===== src/rtl/tlul_dw64_downsizer.sv =====
// rtl/tlul_dw64_downsizer.sv - TL-UL 64-bit host to 32-bit device width adapter
module tlul_dw64_downsizer #(
    parameter int AW  = 32,
    parameter int AIW = 8
) (
    input  logic           clk_i,
    input  logic           rst_ni,
    input  logic           h_a_valid_i,
    output logic           h_a_ready_o,
    input  logic [2:0]     h_a_opcode_i,
    input  logic [1:0]     h_a_size_i,
    input  logic [AIW-1:0] h_a_source_i,
    input  logic [AW-1:0]  h_a_addr_i,
    input  logic [7:0]     h_a_mask_i,
    input  logic [63:0]    h_a_data_i,
    output logic           h_d_valid_o,
    input  logic           h_d_ready_i,
    output logic [2:0]     h_d_opcode_o,
    output logic [1:0]     h_d_size_o,
    output logic [AIW-1:0] h_d_source_o,
    output logic [63:0]    h_d_data_o,
    output logic           h_d_error_o,
    output logic           d_a_valid_o,
    input  logic           d_a_ready_i,
    output logic [2:0]     d_a_opcode_o,
    output logic [1:0]     d_a_size_o,
    output logic [AIW-1:0] d_a_source_o,
    output logic [AW-1:0]  d_a_addr_o,
    output logic [3:0]     d_a_mask_o,
    output logic [31:0]    d_a_data_o,
    input  logic           d_d_valid_i,
    output logic           d_d_ready_o,
    input  logic [31:0]    d_d_data_i,
    input  logic           d_d_error_i
);

    typedef enum logic [2:0] {IDLE, REQ0, RSP0, REQ1, RSP1, RESP} state_e;

    localparam logic [2:0] OP_GET = 3'd4;

    state_e         state_q, state_d;
    logic [2:0]     opcode_q, opcode_d;
    logic [1:0]     size_q, size_d;
    logic [AIW-1:0] source_q, source_d;
    logic [AW-1:0]  addr_q, addr_d;
    logic [3:0]     mask_hi_q, mask_hi_d;
    logic [31:0]    wdata_hi_q, wdata_hi_d;
    logic           two_beat_q, two_beat_d;
    logic           lane_q, lane_d;
    logic           err_q, err_d;
    logic [63:0]    rdata_q, rdata_d;
    logic           h_a_ready_q, h_a_ready_d;
    logic           d_a_valid_q, d_a_valid_d;
    logic           d_d_ready_q, d_d_ready_d;
    logic           h_d_valid_q, h_d_valid_d;
    logic [AW-1:0]  da_addr_q, da_addr_d;
    logic [3:0]     da_mask_q, da_mask_d;
    logic [31:0]    da_data_q, da_data_d;
    logic [1:0]     da_size_q, da_size_d;

    logic misaligned;
    logic first_lane;

    assign misaligned = ((h_a_size_i == 2'd3) && (h_a_addr_i[2:0] != 3'd0)) ||
                        ((h_a_size_i == 2'd2) && (h_a_addr_i[1:0] != 2'd0));
    // An 8-byte access always starts on the low lane; narrower ones use the addressed lane.
    assign first_lane = (h_a_size_i == 2'd3) ? 1'b0 : h_a_addr_i[2];

    // Next-state and next-output computation for the split/merge sequencer.
    always_comb begin
        state_d     = state_q;
        opcode_d    = opcode_q;
        size_d      = size_q;
        source_d    = source_q;
        addr_d      = addr_q;
        mask_hi_d   = mask_hi_q;
        wdata_hi_d  = wdata_hi_q;
        two_beat_d  = two_beat_q;
        lane_d      = lane_q;
        err_d       = err_q;
        rdata_d     = rdata_q;
        h_a_ready_d = h_a_ready_q;
        d_a_valid_d = d_a_valid_q;
        d_d_ready_d = d_d_ready_q;
        h_d_valid_d = h_d_valid_q;
        da_addr_d   = da_addr_q;
        da_mask_d   = da_mask_q;
        da_data_d   = da_data_q;
        da_size_d   = da_size_q;
        case (state_q)
            IDLE: begin
                if (h_a_valid_i && h_a_ready_q) begin
                    opcode_d    = h_a_opcode_i;
                    size_d      = h_a_size_i;
                    source_d    = h_a_source_i;
                    addr_d      = h_a_addr_i;
                    mask_hi_d   = h_a_mask_i[7:4];
                    wdata_hi_d  = h_a_data_i[63:32];
                    two_beat_d  = (h_a_size_i == 2'd3);
                    lane_d      = first_lane;
                    err_d       = misaligned;
                    rdata_d     = '0;
                    h_a_ready_d = 1'b0;
                    da_addr_d   = h_a_addr_i;
                    da_mask_d   = first_lane ? h_a_mask_i[7:4] : h_a_mask_i[3:0];
                    da_data_d   = first_lane ? h_a_data_i[63:32] : h_a_data_i[31:0];
                    da_size_d   = (h_a_size_i == 2'd3) ? 2'd2 : h_a_size_i;
                    if (misaligned) begin
                        state_d     = RESP;
                        h_d_valid_d = 1'b1;
                    end else begin
                        state_d     = REQ0;
                        d_a_valid_d = 1'b1;
                    end
                end
            end
            REQ0, REQ1: begin
                if (d_a_ready_i) begin
                    d_a_valid_d = 1'b0;
                    d_d_ready_d = 1'b1;
                    state_d     = (state_q == REQ0) ? RSP0 : RSP1;
                end
            end
            RSP0, RSP1: begin
                if (d_d_valid_i && d_d_ready_q) begin
                    if (lane_q) begin
                        rdata_d[63:32] = d_d_data_i;
                    end else begin
                        rdata_d[31:0] = d_d_data_i;
                    end
                    err_d       = err_q | d_d_error_i;
                    d_d_ready_d = 1'b0;
                    if ((state_q == RSP0) && two_beat_q) begin
                        state_d     = REQ1;
                        d_a_valid_d = 1'b1;
                        lane_d      = 1'b1;
                        da_addr_d   = addr_q + AW'(4);
                        da_mask_d   = mask_hi_q;
                        da_data_d   = wdata_hi_q;
                    end else begin
                        state_d     = RESP;
                        h_d_valid_d = 1'b1;
                    end
                end
            end
            RESP: begin
                if (h_d_ready_i) begin
                    state_d     = IDLE;
                    h_d_valid_d = 1'b0;
                    h_a_ready_d = 1'b1;
                end
            end
            default: begin
                state_d     = IDLE;
                h_a_ready_d = 1'b1;
                d_a_valid_d = 1'b0;
                d_d_ready_d = 1'b0;
                h_d_valid_d = 1'b0;
            end
        endcase
    end

    // State, latched request/response context and registered handshake outputs.
    always_ff @(posedge clk_i or negedge rst_ni) begin
        if (!rst_ni) begin
            state_q     <= IDLE;
            opcode_q    <= '0;
            size_q      <= '0;
            source_q    <= '0;
            addr_q      <= '0;
            mask_hi_q   <= '0;
            wdata_hi_q  <= '0;
            two_beat_q  <= 1'b0;
            lane_q      <= 1'b0;
            err_q       <= 1'b0;
            rdata_q     <= '0;
            h_a_ready_q <= 1'b1;
            d_a_valid_q <= 1'b0;
            d_d_ready_q <= 1'b0;
            h_d_valid_q <= 1'b0;
            da_addr_q   <= '0;
            da_mask_q   <= '0;
            da_data_q   <= '0;
            da_size_q   <= '0;
        end else begin
            state_q     <= state_d;
            opcode_q    <= opcode_d;
            size_q      <= size_d;
            source_q    <= source_d;
            addr_q      <= addr_d;
            mask_hi_q   <= mask_hi_d;
            wdata_hi_q  <= wdata_hi_d;
            two_beat_q  <= two_beat_d;
            lane_q      <= lane_d;
            err_q       <= err_d;
            rdata_q     <= rdata_d;
            h_a_ready_q <= h_a_ready_d;
            d_a_valid_q <= d_a_valid_d;
            d_d_ready_q <= d_d_ready_d;
            h_d_valid_q <= h_d_valid_d;
            da_addr_q   <= da_addr_d;
            da_mask_q   <= da_mask_d;
            da_data_q   <= da_data_d;
            da_size_q   <= da_size_d;
        end
    end

    assign h_a_ready_o  = h_a_ready_q;
    assign d_a_valid_o  = d_a_valid_q;
    assign d_a_opcode_o = opcode_q;
    assign d_a_size_o   = da_size_q;
    assign d_a_source_o = source_q;
    assign d_a_addr_o   = da_addr_q;
    assign d_a_mask_o   = da_mask_q;
    assign d_a_data_o   = da_data_q;
    assign d_d_ready_o  = d_d_ready_q;
    assign h_d_valid_o  = h_d_valid_q;
    assign h_d_opcode_o = (opcode_q == OP_GET) ? 3'd1 : 3'd0;
    assign h_d_size_o   = size_q;
    assign h_d_source_o = source_q;
    // Writes return zero data regardless of what the device drove back.
    assign h_d_data_o   = (opcode_q == OP_GET) ? rdata_q : 64'd0;
    assign h_d_error_o  = err_q;

endmodule

===== config.mk =====
export PLATFORM = sky130hd
export DESIGN_NAME = tlul_dw64_downsizer
export DESIGN_NICKNAME = d
export VERILOG_FILES = /design/src/rtl/tlul_dw64_downsizer.sv
export SDC_FILE = /design/constraint.sdc
export NUM_CORES = 1
export LEC_CHECK = 0
export BUFFER_PORTS_ARGS = -buffer_cell sky130_fd_sc_hd__buf_2
export CORE_ASPECT_RATIO = 1.5
export CORE_MARGIN = 4
export CORE_UTILIZATION = 25
export CTS_CLUSTER_DIAMETER = 150
export CTS_CLUSTER_SIZE = 28
export DETAILED_ROUTE_END_ITERATION = 16
export GPL_ROUTABILITY_DRIVEN = 0
export PLACE_DENSITY = 0.46
export SYNTH_ARGS = -nofsm -noshare
export SYNTH_HDL_FRONTEND = slang
export SYNTH_SLANG_ARGS = --single-unit

===== constraint.sdc =====
create_clock -name clk_i -period 4.2 [get_ports clk_i]
set_clock_uncertainty 0.15 [all_clocks]
set_input_delay 0 -clock clk_i [delete_from_list [all_inputs] [get_ports clk_i]]
set_output_delay 0 -clock clk_i [all_outputs]
set_load 0.005 [all_outputs]

==> impl_metrics.tcl <==
set metrics [dict create \
    wl_met1_mm 14.6 \
    cts.htree.levels 1 \
    p_leak_nw 7.62 \
    r2r-start "state_q[0]" \
    finalHoldViolCount 0 \
    tightest_slew_ns 0.898 \
    synth_top_cell_area_share_pct 51.5 \
    fin_cells 2156 \
    ir_worst_vdd_v 0.000337 \
    grt_pass1_wl_mm 56.3 \
    power.total_mw 3.97 \
    syn_inst 1152 \
    rsz0062_at_grt "no" \
    final_util_pct 34.8 \
    drt-initial-drc-count 421 \
    yosys.cell_types.count 54 \
    track_usage_pct 15.0 \
    synthesis.area_um2 10900 \
    start_util_pct 25.3 \
    reg2reg_slack_ns 1.23 \
    hold_path_class "in -> reg" \
    die_w_um 178 \
    nets 1738 \
    wl_mm 35.9 \
    drive_gt1_share_pct 27.1 \
    wl_met3_mm 1.76 \
    path_max_fanout 18 \
    grt.overflow.total 0 \
    grt_max_degree 86 \
    ys_async_sr_fraction_pct 100 \
    syn_avg_cell_area_um2 9.45 \
    crit_type "reg -> reg" \
    dp.cells 1972 \
    cp-startpoint "state_q[0]" \
    highest_layer "met5" \
    wire_per_inst_um 16.7 \
    rows 93 \
    cts_root_buf "clkbuf_16" \
    drc_errors 0 \
    worstPathRequired_ns 4.49 \
    antenna_found_initial 2 \
    cts_buffers 12 \
    finalCriticalPeriod_ns 2.97 \
    ys.flop_type "dfrtp_1" \
    synth_edf_count 0 \
    hpwl_mm 24.7 \
    setup_viol 0 \
    synth_top_area_cell "dfrtp_1" \
    dieArea_um2 47000 \
    path_clk_slew_ns 0.11 \
    design_area_um2 15000 \
    place_area_um2 13000 \
    slew_headroom_pct 39.6 \
    dr_wl_met2_mm 18.4 \
    synthTopCellsByArea "dfrtp_1, nand2_1, mux2_2" \
    tritoncts "built" \
    core-area_um2 43100 \
    ff2ff_path_depth 6 \
    setup_slack_ns 1.23 \
    critPathArrivalTime_ns 3.25 \
    worstSetupStartpointType "flop" \
    hold_path_end "d_a_source_o[7]" \
    syn_to_final_growth_pct 37.8 \
    drv_cap 0 \
    ios 319 \
    tns_ns 0 \
    holdCritStartpoint "h_a_source_i[7]" \
    cts_sinks 225 \
    whs_ns 0.0822 \
    worst_setup_path_end_kind "flop" \
    cts_buffer_depth 3 \
    fin_crit_sh_pct 70.6 \
    finalMaxSlewViolations 0 \
    vias_per_cell 4.43 \
    status "complete, no violations" \
    n_fill_cell 4520 \
    final_common_cell "nand2_1" \
    hold_depth 4 \
    vias 9552 \
    die_h_um 264 \
    preCtsSetupSlack_ns 1.38 \
    yosys_warnings 0 \
    port-buffer-count 316 \
    drt_pass1_iterations 4 \
    grt_pass1_vias 10000 \
    fmax_mhz 337 \
    r2r_end "addr_q[24]" \
    ys_seq_area_share_pct 51.7 \
    synth_seq_cells 225 \
    final_cell_mix "nand2_1, buf_2, dfrtp_1, dlygate4sd3_1, and2_1" \
    power_density_nw_per_um2 265 \
    ant_nets 0 \
    clkLatencyLatePin_ns 0.50 \
]
synth_stat cells, types with 2 or more instances:
cell type,n
dfrtp_1,224
and3_1,5
nand2b_1,4
nor2b_1,2
buf_6,6
buf_4,12
clkbuf_8,2
and2_1,96
and4_1,4
o31a_2,2
mux2i_1,38
a21oi_1,51
nand3_1,12
a21o_1,2
a211oi_1,3
buf_2,21
nand4_1,14
a22oi_1,11
a221o_1,3
o211ai_1,7
nor2_1,60
xor2_1,14
o21ai_0,74
or3_1,2
xnor2_1,11
nor4_1,9
mux2_2,64
nand2_1,317
a31oi_1,6
inv_1,6
clkbuf_1,43
nor3_1,5
power breakdown:
group | internal [mW] | switching [mW]
logic | 0.215 | 0.171
clock network | 0.589 | 0.775
registers | 2.20 | 0.0206
total | 3.00 | 0.966
worst max path at each step:
stage | endpoint | slack [ns]
after detailed placement | d_a_data_o[11] | 1.38
after floorplan | rdata_q[32] | 2.16
after global routing | addr_q[24] | 1.13
final | addr_q[24] | 1.23
after CTS | addr_q[24] | 1.25
after global placement | d_a_addr_o[6] | 1.43
final cells by class:
| cell class | count | area, µm² | area share (%) |
|---|---|---|---|
| multi-input combinational | 837 | 4830 | 32.2 |
| antenna | 1 | 2.50 | 0.0167 |
| tap | 570 | 713 | 4.76 |
| sequential | 225 | 5630 | 37.6 |
| inverter | 6 | 22.5 | 0.150 |
| timing repair buffer | 499 | 3420 | 22.8 |
| clock buffer | 17 | 340 | 2.27 |
| clock inverter | 1 | 30.0 | 0.200 |
cell families after synthesis:
logic type | share of synthesized area (%)
compound gates | 8.98
xor+xnor | 2.01
fa+ha+maj | 0.115
buf+inv | 4.43
flops | 51.7
mux | 10.1
other cells | 0.0345
simple gates | 22.6
per-layer routing:
metal	up-vias	global-route usage, %
met3	48	2.27
met2	230	27.3
met5	-	0
li1	4672	-
met4	2	5.04
met1	4600	17.7
repair_timing:
action / in CTS / in global routing
hold buffers: 165 / 0
setup buffers: 0 / 0
hold endpoints to repair: 403 / 0
gates resized for setup: 0 / 0
flip-flops by register name, indices dropped and copies added (netlist names), 2 cells and up:
register	cells
rdata_q	64
d_a_opcode_o	3
wdata_hi_q	32
d_a_size_o	2
mask_hi_q	4
addr_q	32
d_a_mask_o	4
d_a_addr_o	32
d_a_data_o	32
state_q	3
h_d_size_o	2
d_a_source_o	8
worst max-delay path, cell delays in order (launching register included):
cell and delay [ns]:
dfrtp_1 0.64, or2_1 0.44, nor2_4 0.38, nand2_1 0.10, dlygate4sd3_1 0.56, o21ai_0 0.06, dlygate4sd3_1 0.56
(Power assumes the default switching activity.)
